### src/rtl/decode_stage.sv
// RV32I decode stage: registers the fetched instruction and PC and presents decoded
// register addresses, immediate, one-hot opcode class and exception flags to execute.
module decode_stage #(
    parameter int IWIDTH   = 32,
    parameter int PC_WIDTH = 32
) (
    input  logic                ds_clk,
    input  logic                ds_rst,
    input  logic [IWIDTH-1:0]   ds_i_instr,
    input  logic [PC_WIDTH-1:0] ds_i_pc,
    input  logic                ds_i_ce,
    input  logic                ds_i_stall,
    input  logic                ds_i_flush,
    output logic                ds_o_stall,
    output logic                ds_o_flush,
    output logic                ds_o_ce,
    output logic [4:0]          ds_o_rs1_raddr,
    output logic [4:0]          ds_o_rs2_raddr,
    output logic [4:0]          ds_o_addr_rs1,
    output logic [4:0]          ds_o_addr_rs2,
    output logic [4:0]          ds_o_addr_rd,
    output logic [31:0]         ds_o_imm,
    output logic [2:0]          ds_o_funct3,
    output logic                ds_o_funct7_b5,
    output logic [10:0]         ds_o_opcode,
    output logic [PC_WIDTH-1:0] ds_o_pc,
    output logic                ds_o_illegal,
    output logic                ds_o_ecall,
    output logic                ds_o_ebreak
);

    localparam logic [6:0] OP_RTYPE  = 7'b0110011;
    localparam logic [6:0] OP_ITYPE  = 7'b0010011;
    localparam logic [6:0] OP_LOAD   = 7'b0000011;
    localparam logic [6:0] OP_STORE  = 7'b0100011;
    localparam logic [6:0] OP_BRANCH = 7'b1100011;
    localparam logic [6:0] OP_JAL    = 7'b1101111;
    localparam logic [6:0] OP_JALR   = 7'b1100111;
    localparam logic [6:0] OP_LUI    = 7'b0110111;
    localparam logic [6:0] OP_AUIPC  = 7'b0010111;
    localparam logic [6:0] OP_SYSTEM = 7'b1110011;
    localparam logic [6:0] OP_FENCE  = 7'b0001111;

    logic [31:0] instr;
    logic [31:0] imm_i, imm_s, imm_b, imm_u, imm_j;
    logic [31:0] imm_d;
    logic [10:0] opcode_d;
    logic        illegal_d, ecall_d, ebreak_d;
    logic        zero_rd, zero_rs1, zero_rs2;

    assign instr = ds_i_instr[31:0];

    assign ds_o_stall     = ds_i_stall;
    assign ds_o_flush     = ds_i_flush;
    assign ds_o_rs1_raddr = instr[19:15];
    assign ds_o_rs2_raddr = instr[24:20];

    assign imm_i = {{20{instr[31]}}, instr[31:20]};
    assign imm_s = {{20{instr[31]}}, instr[31:25], instr[11:7]};
    assign imm_b = {{19{instr[31]}}, instr[31], instr[7], instr[30:25], instr[11:8], 1'b0};
    assign imm_u = {instr[31:12], 12'h000};
    assign imm_j = {{11{instr[31]}}, instr[31], instr[19:12], instr[20], instr[30:21], 1'b0};

    always_comb begin
        opcode_d  = '0;
        imm_d     = '0;
        illegal_d = 1'b0;
        ecall_d   = 1'b0;
        ebreak_d  = 1'b0;
        zero_rd   = 1'b0;
        zero_rs1  = 1'b0;
        zero_rs2  = 1'b1;
        case (instr[6:0])
            OP_RTYPE: begin
                opcode_d[0] = 1'b1;
                zero_rs2    = 1'b0;
            end
            OP_ITYPE: begin
                opcode_d[1] = 1'b1;
                imm_d       = imm_i;
            end
            OP_LOAD: begin
                opcode_d[2] = 1'b1;
                imm_d       = imm_i;
            end
            OP_STORE: begin
                opcode_d[3] = 1'b1;
                imm_d       = imm_s;
                zero_rd     = 1'b1;
                zero_rs2    = 1'b0;
            end
            OP_BRANCH: begin
                opcode_d[4] = 1'b1;
                imm_d       = imm_b;
                zero_rd     = 1'b1;
                zero_rs2    = 1'b0;
            end
            OP_JAL: begin
                opcode_d[5] = 1'b1;
                imm_d       = imm_j;
                zero_rs1    = 1'b1;
            end
            OP_JALR: begin
                opcode_d[6] = 1'b1;
                imm_d       = imm_i;
            end
            OP_LUI: begin
                opcode_d[7] = 1'b1;
                imm_d       = imm_u;
                zero_rs1    = 1'b1;
            end
            OP_AUIPC: begin
                opcode_d[8] = 1'b1;
                imm_d       = imm_u;
                zero_rs1    = 1'b1;
            end
            OP_SYSTEM: begin
                opcode_d[9] = 1'b1;
                // funct3 != 0 is a CSR access and is legal here
                if (instr == 32'h0000_0073)
                    ecall_d = 1'b1;
                else if (instr == 32'h0010_0073)
                    ebreak_d = 1'b1;
                else if (instr[14:12] == 3'b000)
                    illegal_d = 1'b1;
            end
            OP_FENCE: opcode_d[10] = 1'b1;
            default:  illegal_d = 1'b1;
        endcase
    end

    always_ff @(posedge ds_clk or negedge ds_rst) begin
        if (!ds_rst) begin
            ds_o_ce        <= 1'b0;
            ds_o_addr_rs1  <= '0;
            ds_o_addr_rs2  <= '0;
            ds_o_addr_rd   <= '0;
            ds_o_imm       <= '0;
            ds_o_funct3    <= '0;
            ds_o_funct7_b5 <= 1'b0;
            ds_o_opcode    <= '0;
            ds_o_pc        <= '0;
            ds_o_illegal   <= 1'b0;
            ds_o_ecall     <= 1'b0;
            ds_o_ebreak    <= 1'b0;
        end else if (ds_i_flush) begin
            ds_o_ce <= 1'b0;
        end else if (!ds_i_stall) begin
            ds_o_ce <= ds_i_ce;
            if (ds_i_ce) begin
                ds_o_addr_rs1  <= zero_rs1 ? 5'd0 : instr[19:15];
                ds_o_addr_rs2  <= zero_rs2 ? 5'd0 : instr[24:20];
                ds_o_addr_rd   <= zero_rd  ? 5'd0 : instr[11:7];
                ds_o_imm       <= imm_d;
                ds_o_funct3    <= instr[14:12];
                ds_o_funct7_b5 <= instr[30];
                ds_o_opcode    <= opcode_d;
                ds_o_pc        <= ds_i_pc;
                ds_o_illegal   <= illegal_d;
                ds_o_ecall     <= ecall_d;
                ds_o_ebreak    <= ebreak_d;
            end
        end
    end

endmodule

### config.mk
export PLATFORM = sky130hd
export DESIGN_NAME = decode_stage
export DESIGN_NICKNAME = d
export VERILOG_FILES = /design/src/rtl/decode_stage.sv
export SDC_FILE = /design/constraint.sdc
export NUM_CORES = 1
export LEC_CHECK = 0
export CAP_MARGIN = 20
export CORE_MARGIN = 2
export CORE_UTILIZATION = 26
export CTS_BUF_LIST = sky130_fd_sc_hd__clkbuf_8
export DETAILED_ROUTE_END_ITERATION = 7
export PLACE_DENSITY_LB_ADDON = 0.08
export SLEW_MARGIN = 30
export SYNTH_ARGS = -nofsm -noshare
export SYNTH_HDL_FRONTEND = slang
export SYNTH_SLANG_ARGS = --single-unit
### constraint.sdc
create_clock -name ds_clk -period 0.8 [get_ports ds_clk]
set_input_delay 0.16 -clock ds_clk [delete_from_list [all_inputs] [get_ports ds_clk]]
set_output_delay 0.16 -clock ds_clk [all_outputs]
set_load 0.005 [all_outputs]
==> run metrics <==
Peak Freq 0.8164 GHz; routed wire length 17.66 mm; CP arrival 1510 ps; Critical R2R Launch ds_o_addr_rs2[4]; sequential fraction of the synthesis area 58.65%; clock buffer depth 2; antenna violations before repair 0; Synth Area per Inst 9.292 um^2; CP Depth 4; Post-DP HPWL 10.70 mm; # setup viols final 195; static leakage 4.360 nW; first-pass GRT wire length 24.45 mm; DR WL/cell 17.51 um; status finished with violations; fin crit share 153.1%; Crit path max-delay family simple AND/OR/NAND/NOR gates; All-Layer GR Usage 19.01%; RSZ-0062 raised after global routing true; min cycle time layout 1225 ps; share of layout cells above drive strength 1 57.50%; Reg2Reg Depth 3; Hold Vio Cnt, Final 0; I/O Buffers 178; hold_sp ds_i_instr[6]; total grt overflow 0; Worst Setup End Kind flip-flop; cts bufs inserted 9; setup TNS -44180 ps; drt drc 0; Max stage delay cell, worst path or4_4; worst-path fanout max 3; Die X 130.8 um; final std cells w/o fill 1009; vias in the first global route 4443; largest net degree at the start of global routing 47; Core Area 15830 um^2; Worst Tran Pin Value 305.6 ps; Reg area 2452 um^2; clock latency at the later pin of the worst-skew pair 370 ps; flops & latches, synth 98; Ant. Diodes 0; Placement Rows 46; synth top area cells dfrtp_1 (59%), nand2_1 (15%), a22o_1 (4.6%); H-tree levels 3; overall power 12.31 mW; busiest grt layer met2; r2r endpoint ds_o_addr_rs2[4]; placed cells 894; TritonCTS clock tree yes; CP required 1090 ps; syn nets 519; GPL Wtd Cong 0.8311; Max Clock Skew 0 ps; warning count from the yosys run 0; Clock Pin Slew Worst Setup and Hold Paths 100 ps; Design Area, Final 8341 um^2; CP Buf/Inv Count 1; final core occ 52.70%; met1 Use GR 25.62%; Initial Utilization 26.42%; max_slew headroom 79.48%; crit-path max cell delay 550 ps; WHS Endpoint ds_o_opcode[2]; Slew Limit Fails 0; leading area contributor after synthesis dfrtp_1; CP Cell Sequence clkdlybuf4s50_1, or4_4, a21bo_1, a41oi_2; number of DRC markers in iteration 0 180; area growth from synthesis to layout 99.46%; Clock Sinks 98; routed vias/inst 4.493; Worst VDD drop 0.6810 mV; failing checks negative setup slack; dpl ws -1289 ps; met3 usage 3.868%; Max Cap Viol 0; Yosys top cell area share 58.65%; final hold slack 103.6 ps; CTS root buf clkbuf_8; fin nets 857; synthesized cell area 4182 um^2; internal reg-to-reg setup slack -150 ps; drt pass-1 iters 4; Die Y 130.8 um; crit start category input port; post-route ant nets 0; path type of the worst setup path in -> reg; Top Ports 179; die area 17110 um^2; Area after DPL 6859 um^2; setup ws final -424.8 ps; via count 4533; Filler cells 1480; Multi-input gate area 2103 um^2; cell count after synthesis 450; GRT met2 Usage 30.76%; Distinct cells, synth 39; Hold Crit Depth 3; Pwr Density 1476 nW/um^2; worst hold path class in -> reg
[cell usage after synthesis (all sizes together)]
cell and number:
o22ai 2, nand4 2, inv 10, a41oi 1, or3 1, or3b 1, nor2b 2, buf 20
a22o 22, nor4 4, a211oi 1, nand2 164, nand2b 3, or4 1, and3 2, o31ai 3
a21oi 4, a32o 1, o21ai 25, nor3 5, dfrtp 98, a21bo 1, a22oi 4, clkbuf 19
and4 1, and4bb 1, nand3 35, o21a 2, nor2 11, o41ai 1, or2 1, nand4b 1
nand3b 1
[worst max path at each step]
| stage | startpoint | end | slack (ps) |
|---|---|---|---|
| final | ds_i_instr[12] | ds_o_illegal | -420 |
| after global placement | ds_i_instr[24] | ds_o_illegal | -1260 |
| after global routing | ds_i_instr[3] | ds_o_illegal | -420 |
| after floorplan | ds_i_instr[2] | ds_o_illegal | -760 |
| after detailed placement | ds_i_instr[1] | ds_o_imm[19] | -1290 |
| after CTS | ds_i_instr[3] | ds_o_illegal | -420 |
[cell usage in the layout, fill, tap and decap left out, types with 2 or more instances in the layout]
cell	synthesis	final
buf_16	0	11
buf_8	0	5
clkbuf_16	0	4
nand3_1	35	23
nand2_2	0	54
a22o_1	22	22
clkinv_2	0	3
nand2b_1	3	2
o21ai_0	23	6
nand2_1	164	90
dfrtp_1	98	98
nor2_2	0	3
a21oi_1	4	3
buf_12	0	14
nor2_4	0	3
nor3_4	0	3
clkdlybuf4s15_2	0	3
buf_6	1	43
nor4_4	0	3
buf_4	12	125
dlygate4sd2_1	0	3
o31ai_1	3	3
or2_4	0	3
buf_2	5	105
clkbuf_2	0	3
clkdlybuf4s50_1	0	37
nor2_1	11	5
nand2_4	0	19
bufinv_16	0	2
inv_1	10	10
nand3_2	0	12
clkbuf_8	0	9
clkdlybuf4s15_1	0	10
a22oi_2	0	4
o21ai_2	0	5
o21ai_1	2	14
[cell type report]
cell class	count	share of cell area, %
Inverter	10	0.4500
Multi-Input combinational cell	305	25.22
Clock inverter	7	1.095
Timing Repair Buffer	364	39.11
Tap cell	216	3.240
Clock buffer	9	1.485
Sequential cell	98	29.40
[worst register-to-register path: stages, from the launching register on]
cell and delay (ps):
dfrtp_1 400, buf_4 140, buf_4 120, a22o_1 200
[registers in the layout, summed over array words and instances, names as in the netlist]
register and cells:
ds_o_addr_rd 5, ds_o_addr_rs1 5, ds_o_addr_rs2 5, ds_o_ce 1, ds_o_ebreak 1, ds_o_ecall 1, ds_o_funct3 3, ds_o_funct7_b5 1
ds_o_illegal 1, ds_o_imm 32, ds_o_opcode 11, ds_o_pc 32
[power breakdown]
part	switching (mW)	total, mW	internal, mW
clock	1.82	3.58	1.76
combinational	1.33	3.09	1.76
sequential	0.268	5.64	5.37
[logic make-up (layout without fill, tap and decap cells)]
kind of cell / after synthesis / in the layout / synth area share [%]
and+or+nand+nor: 236 / 238 / 24.48
AOI/OAI and AO/OA: 67 / 67 / 11.07
DFF: 98 / 98 / 58.65
buffers and inverters: 49 / 390 / 5.805
[metal layers]
| layer | vias up | routed length, um | share of wire [%] |
|---|---|---|---|
| li1 | 2178 | - | - |
| met1 | 2212 | 7991 | 45 |
| met2 | 133 | 8577 | 49 |
| met3 | 10 | 904 | 5.1 |
| met4 | 0 | 191 | 1.1 |
| met5 | - | 0 | 0 |
[repair_timing]
action | in CTS | in global routing
gates cloned | 14 | 6
pin swaps | 37 | 30
gates resized for setup | 658 | 109
setup endpoints to repair | 207 | 197
hold buffers | 1 | 0
setup buffers | 45 | 41
endpoints found under the hold margin | 98 | 0
Note: power is estimated with default switching activity, not from simulation.
